## src/rtl/fifo_rd_drain.sv

```systemverilog
// fifo_rd_drain: read-side drain of the async FIFO, re-presenting words as a
// valid/ready stream through a 2-entry skid buffer, with flush and counters.
//
// Ports:
//   rd_clk, rst        read-domain clock, synchronous active-high reset
//   empty, underflow   FIFO status (underflow sampled in the capture cycle)
//   rdata              FIFO read data, valid one cycle after an accepted read
//   rd_en              FIFO read request
//   m_valid, m_ready   downstream handshake
//   m_data             downstream word (buffer head)
//   flush              single-cycle discard of buffered and in-flight data
//   rd_cnt             words delivered downstream (wraps)
//   err_underflow      sticky underflow error, cleared only by rst
module fifo_rd_drain #(
    parameter int WIDTH = 8,
    parameter int CNT_W = 16
) (
    input  logic             rd_clk,
    input  logic             rst,
    input  logic             empty,
    input  logic             underflow,
    input  logic [WIDTH-1:0] rdata,
    output logic             rd_en,
    output logic             m_valid,
    input  logic             m_ready,
    output logic [WIDTH-1:0] m_data,
    input  logic             flush,
    output logic [CNT_W-1:0] rd_cnt,
    output logic             err_underflow
);

    typedef enum logic {
        RUN   = 1'b0,
        FLUSH = 1'b1
    } state_t;

    state_t           state;
    state_t           state_n;
    logic [1:0]       occ;
    logic             inflight;
    logic [WIDTH-1:0] buf0;
    logic [WIDTH-1:0] buf1;
    logic             pop;
    logic             cap;
    logic [1:0]       occ_pop;
    logic [1:0]       owed;

    // Words held plus the one still on its way; bounded to the buffer depth.
    assign owed    = occ + {1'b0, inflight};
    assign m_valid = (occ != 2'd0);
    assign m_data  = buf0;
    assign pop     = m_valid & m_ready;
    assign occ_pop = occ - {1'b0, pop};

    // A returning word is kept only in RUN and not in the flush cycle itself.
    assign cap = inflight & ~underflow & (state == RUN) & ~flush;

    always_comb begin
        state_n = state;
        rd_en   = 1'b0;
        unique case (state)
            RUN: begin
                if (flush) begin
                    state_n = FLUSH;
                end else if (!empty && owed < 2'd2) begin
                    rd_en = 1'b1;
                end
            end
            FLUSH: begin
                if (!inflight) begin
                    state_n = RUN;
                end
            end
            default: state_n = RUN;
        endcase
        if (rst) begin
            rd_en = 1'b0;
        end
    end

    always_ff @(posedge rd_clk) begin
        if (rst) begin
            state         <= RUN;
            occ           <= 2'd0;
            inflight      <= 1'b0;
            rd_cnt        <= '0;
            err_underflow <= 1'b0;
            buf0          <= '0;
            buf1          <= '0;
        end else begin
            state    <= state_n;
            inflight <= rd_en & ~empty;
            if (pop) begin
                rd_cnt <= rd_cnt + 1'b1;
            end
            if (inflight && underflow) begin
                err_underflow <= 1'b1;
            end
            if (flush) begin
                occ <= 2'd0;
            end else begin
                occ <= occ_pop + {1'b0, cap};
                if (pop) begin
                    buf0 <= buf1;
                end
                // New word lands directly behind the (possibly new) head.
                if (cap) begin
                    if (occ_pop == 2'd0) begin
                        buf0 <= rdata;
                    end else begin
                        buf1 <= rdata;
                    end
                end
            end
        end
    end

endmodule

```

## config.mk

```make
export PLATFORM = sky130hd
export DESIGN_NAME = fifo_rd_drain
export DESIGN_NICKNAME = d
export VERILOG_FILES = /design/src/rtl/fifo_rd_drain.sv
export SDC_FILE = /design/constraint.sdc
export NUM_CORES = 1
export LEC_CHECK = 0
export BUFFER_PORTS_ARGS = -buffer_cell sky130_fd_sc_hd__buf_4
export CAP_MARGIN = 20
export CORE_MARGIN = 2
export CORE_UTILIZATION = 55
export CTS_CLUSTER_SIZE = 10
export DETAILED_ROUTE_END_ITERATION = 6
export PLACE_DENSITY = 0.82
export SLEW_MARGIN = 30
export SYNTH_ARGS = -nofsm -noshare
export SYNTH_HDL_FRONTEND = slang
export SYNTH_SLANG_ARGS = --single-unit
```

## constraint.sdc

```tcl
create_clock -name rd_clk -period 2.2 [get_ports rd_clk]
set_input_delay 0.33 -clock rd_clk [delete_from_list [all_inputs] [get_ports rd_clk]]
set_output_delay 0.33 -clock rd_clk [all_outputs]
set_load 0.02 [all_outputs]
```

# After elaboration in Yosys (flattened, before gate mapping)
# Index checks and enable logic that the tools add are counted.
[totals]
out_inout_bits = 27
word_cells = 39
register_bits = 37
mem_bits_ro = 0
latchBits = 0
ramBits = 0
inputBits = 14
memories = 0
[classes]
n_div = 0
mul = 0
magnitude_cmp = 1
n_addsub = 4
n_bitwise = 10
n_mux = 10
n_shift = 0
n_eq_ne = 0
n_reduce_logical = 7
[op_table]
columns = ["operator", "n"]
rows = [
  ["two-way mux 8 bit", 3],
  ["adder 16 x 1 -> 16 bit, second input constant", 1],
  ["two-way mux 1 bit", 6],
  ["AND 1 bit", 5],
  ["inverter 1 bit", 5],
  ["adder 2 x 1 -> 2 bit", 2],
  ["AND reduction 3 bit", 1],
  ["logical AND 1 bit", 2],
  ["zero test 2 bit", 1],
  ["< comparator 2 bit, second input constant", 1],
  ["case mux 1 bit (2 select lines)", 1],
  ["nonzero test 2 bit", 1],
  ["OR reduction 2 bit", 1],
  ["subtractor 2 x 1 -> 2 bit", 1],
  ["zero test 1 bit", 1],
]

# Logic depth before layout (Yosys ltp)
[logic_depth]
word_depth = 8
depth_mapped = 6
ltp_nobuf = 5

# Worst setup path before layout
# No wires, ideal clock.
[synth_path]
path_kind = "input to output"
startpoint = "input port flush"
endpoint = "output port rd_en"
setup_slack_ns = 0.574
arrival_time_ns = 1.296
stages = 3
t_required_ns = 1.870
path_buffers = 1
path_cell_list = "buf_6 or4_1 nor2_1"
[synth_via]
elab_chain_cells = 3
[synth_rtl]
columns = ["element", "line_no", "rtl"]
rows = [
  ["from (decl)", "27", "input logic flush,"],
  ["two-way mux 1 bit", "63", "if (flush) begin"],
  ["two-way mux 1 bit", "61", "unique case (state)"],
  ["two-way mux 1 bit", "76", "if (rst) begin"],
  ["to (decl)", "23", "output logic rd_en,"],
]
# No other way between the ends.

# Worst setup path after layout
[layout_path]
startpoint = "register state"
endpoint = "output port rd_en"
[layout_via]
elab_chain_cells = 2
[layout_rtl]
columns = ["element", "line_no", "rtl"]
rows = [
  ["from (decl)", "37", "state_t state;"],
  ["from (signal assigned)", "91", "state <= state_n;"],
  ["two-way mux 1 bit", "61", ""],
  ["two-way mux 1 bit", "76", ""],
]
# No other way between the ends.

==> flow_metrics.tcl <==
set metrics [dict create \
    clock_sinks 37 \
    cp_cell_sequence "or4_1, nor2_1, buf_4" \
    diodes 0 \
    rsz0062_at_grt "no" \
    cts_buffer_depth 2 \
    power_density_nw_per_um2 535 \
    start_util_pct 56.5 \
    cp_slowest_cell "or4_1" \
    final_area_um2 2040 \
    die_y_um 59.3 \
    ys_seq_elements 37 \
    clk_pin_slew_ns 0.12 \
    ctsHoldBuffers 0 \
    detail-route-antenna-nets 0 \
    final_common_cell "buf_4" \
    drt_drc_violations_left 0 \
    yosysWarningCount 0 \
    critical_path.top_delay_family "simple AND/OR/NAND/NOR gates" \
    dr.pass1.iters 4 \
    syn_inst 181 \
    place.gp.congestion 0.783 \
    critPathCaptureType "output pin" \
    slew_headroom_pct 62.0 \
    arrival_ns 1.57 \
    first_iter_violations 54 \
    hold_path.class "in -> reg" \
    antenna_found_initial 0 \
    rows 20 \
    finalHoldViolCount 0 \
    crit_type "reg -> out" \
    syn_area_um2 1680 \
    numPortBuffers 40 \
    grt_pass1_wl_mm 6.13 \
    clock_latency_ns 0.34 \
    critPathMaxFanout 3 \
    grt_pass1_vias 1480 \
    max_cap_viol_count 0 \
    cts_resized 0 \
    cp_data_required_time_ns 1.87 \
    peakVddDrop_mv 0.429 \
    numCtsBuffers 5 \
    utilization_pct 68.6 \
    cts_tree "done" \
    vias 1506 \
    die_w_um 59.3 \
    area_growth_pct 21.4 \
    period_share_pct 86.3 \
    slowest_delay_ns 0.55 \
    status "complete, no violations" \
    start_kind "flip-flop" \
    nNetsFinal 238 \
    drt-total-wl_mm 3.72 \
    leakagePower_nw 0.883 \
    finalSetupViolations 0 \
    fin_setup_tns_ns 0 \
    cts-root-buf "clkbuf_4" \
    grt_usage_pct 22.8 \
    ios 41 \
    cts_setup_buffers 0 \
    syn-mean-instance-area_um2 9.30 \
    drive_above_1_share_pct 26.5 \
    synth_nets 197 \
    final_cell_mix "buf_4, dfxtp_1, nor2_1, nor3_1, mux2i_1" \
    overflow 0 \
    wl_per_cell_um 14.5 \
    post_drt_via_cell_ratio 5.88 \
    coreArea_um2 2980 \
    fill_cells 226 \
    placed_area_um2 1990 \
    grt_max_degree 25 \
    htreeDepth 2 \
    slew_viol_final 0 \
    fin_skew_ns 0.0130 \
    ys_seq_area_share_pct 44.0 \
    fmax_ghz 0.527 \
    hpwl_mm 2.72 \
    netlist-cell-type-count 39 \
    cp_num_buf_inv 1 \
    tightestPinTransition_ns 0.569 \
    dieArea_um2 3520 \
    period_minus_slack_ns 1.90 \
]
==> kinds of logic after synthesis <==
| family | synth area share, % |
|---|---|
| adder cells (fa/ha/maj) | 1.49 |
| flip-flops | 44.0 |
| XOR/XNOR | 6.77 |
| buffers and inverters | 3.94 |
| AND/OR/NAND/NOR | 23.6 |
| multiplexers | 7.29 |
| AO/OA/AOI/OAI | 12.9 |
==> synth_stat cells, drive strengths merged <==
library cell	instances	area, um^2
nor2b	5	31.3
nor4b	1	23.8
buf	7	43.8
or2	1	6.26
xor2	4	35.0
o21ai	4	23.8
a31o	2	17.5
a21o	1	7.51
nand2b	4	25.0
o21a	1	7.51
clkbuf	1	3.75
and3	2	12.5
xnor2	9	78.8
nor3	12	65.1
and2	1	6.26
inv	5	18.8
o211ai	1	12.5
o22ai	5	31.3
nand2	5	18.8
nor2	30	113
mux2i	10	100
dfxtp	37	741
a21oi	4	31.3
nand4	5	31.3
nand3	6	30.0
mux2	2	22.5
nor3b	1	7.51
a221oi	8	76.3
ha	2	25.0
o211a	1	10.0
or4	1	7.51
nor4	3	18.8
==> registers in the layout, summed over array words and instances, names as in the netlist <==
register / cells
buf1: 8
err_underflow: 1
inflight: 1
m_data: 8
occ: 2
rd_cnt: 16
state: 1
==> through the flow <==
stage | instances | hold slack [ns] | power [mW] | worst slack [ns]
floorplan | 181 | 0.463 | 0.729 | 0.574
global placement | 248 | 0.452 | 0.758 | 0.595
detailed placement | 248 | 0.472 | 0.761 | 0.512
CTS | 256 | 0.221 | 1.10 | 0.280
global route | 256 | 0.225 | 1.13 | 0.244
finish | 256 | 0.231 | 1.09 | 0.302
==> layout make-up <==
cell class                 instances  area (um^2)  share of cell area [%]
clock buffer                       6         41.3                    2.02
clock inverter                     2         10.0                   0.490
inverter                           5         18.8                   0.919
multi-input combinational        131          876                    42.9
sequential                        37          741                    36.3
tap                               33         41.3                    2.02
timing repair buffer              42          315                    15.4
==> worst paths after layout <==
path	startpoint	to	slack (ns)	depth (start not counted)
setup / recovery	state$_SDFF_PP0_	rd_en	0.30	3
hold / removal	flush	occ[1]$_SDFF_PP0_	0.23	2
setup reg to reg	occ[1]$_SDFF_PP0_	rd_cnt[15]$_SDFFE_PP0P_	0.56	4
hold reg to reg	err_underflow$_SDFFE_PP0P_	err_underflow$_SDFFE_PP0P_	0.50	2
==> metal layers <==
metal / share of wire [%] / GRT usage (%) / wire [um]
met5: 0 / 0 / 0
met4: 1.9 / 10.4 / 70
met3: 5.3 / 5.68 / 197
met2: 50 / 40.0 / 1860
met1: 43 / 25.6 / 1590
==> where the power goes <==
part	switching, mW	internal (mW)	leakage [nW]	total [mW]
sequential	0.00356	0.673	0.298	0.677
clock	0.224	0.122	0.0320	0.346
combinational	0.0387	0.0312	0.552	0.0699
total	0.267	0.826	0.883	1.09
Note: power is estimated with default switching activity, not from simulation.
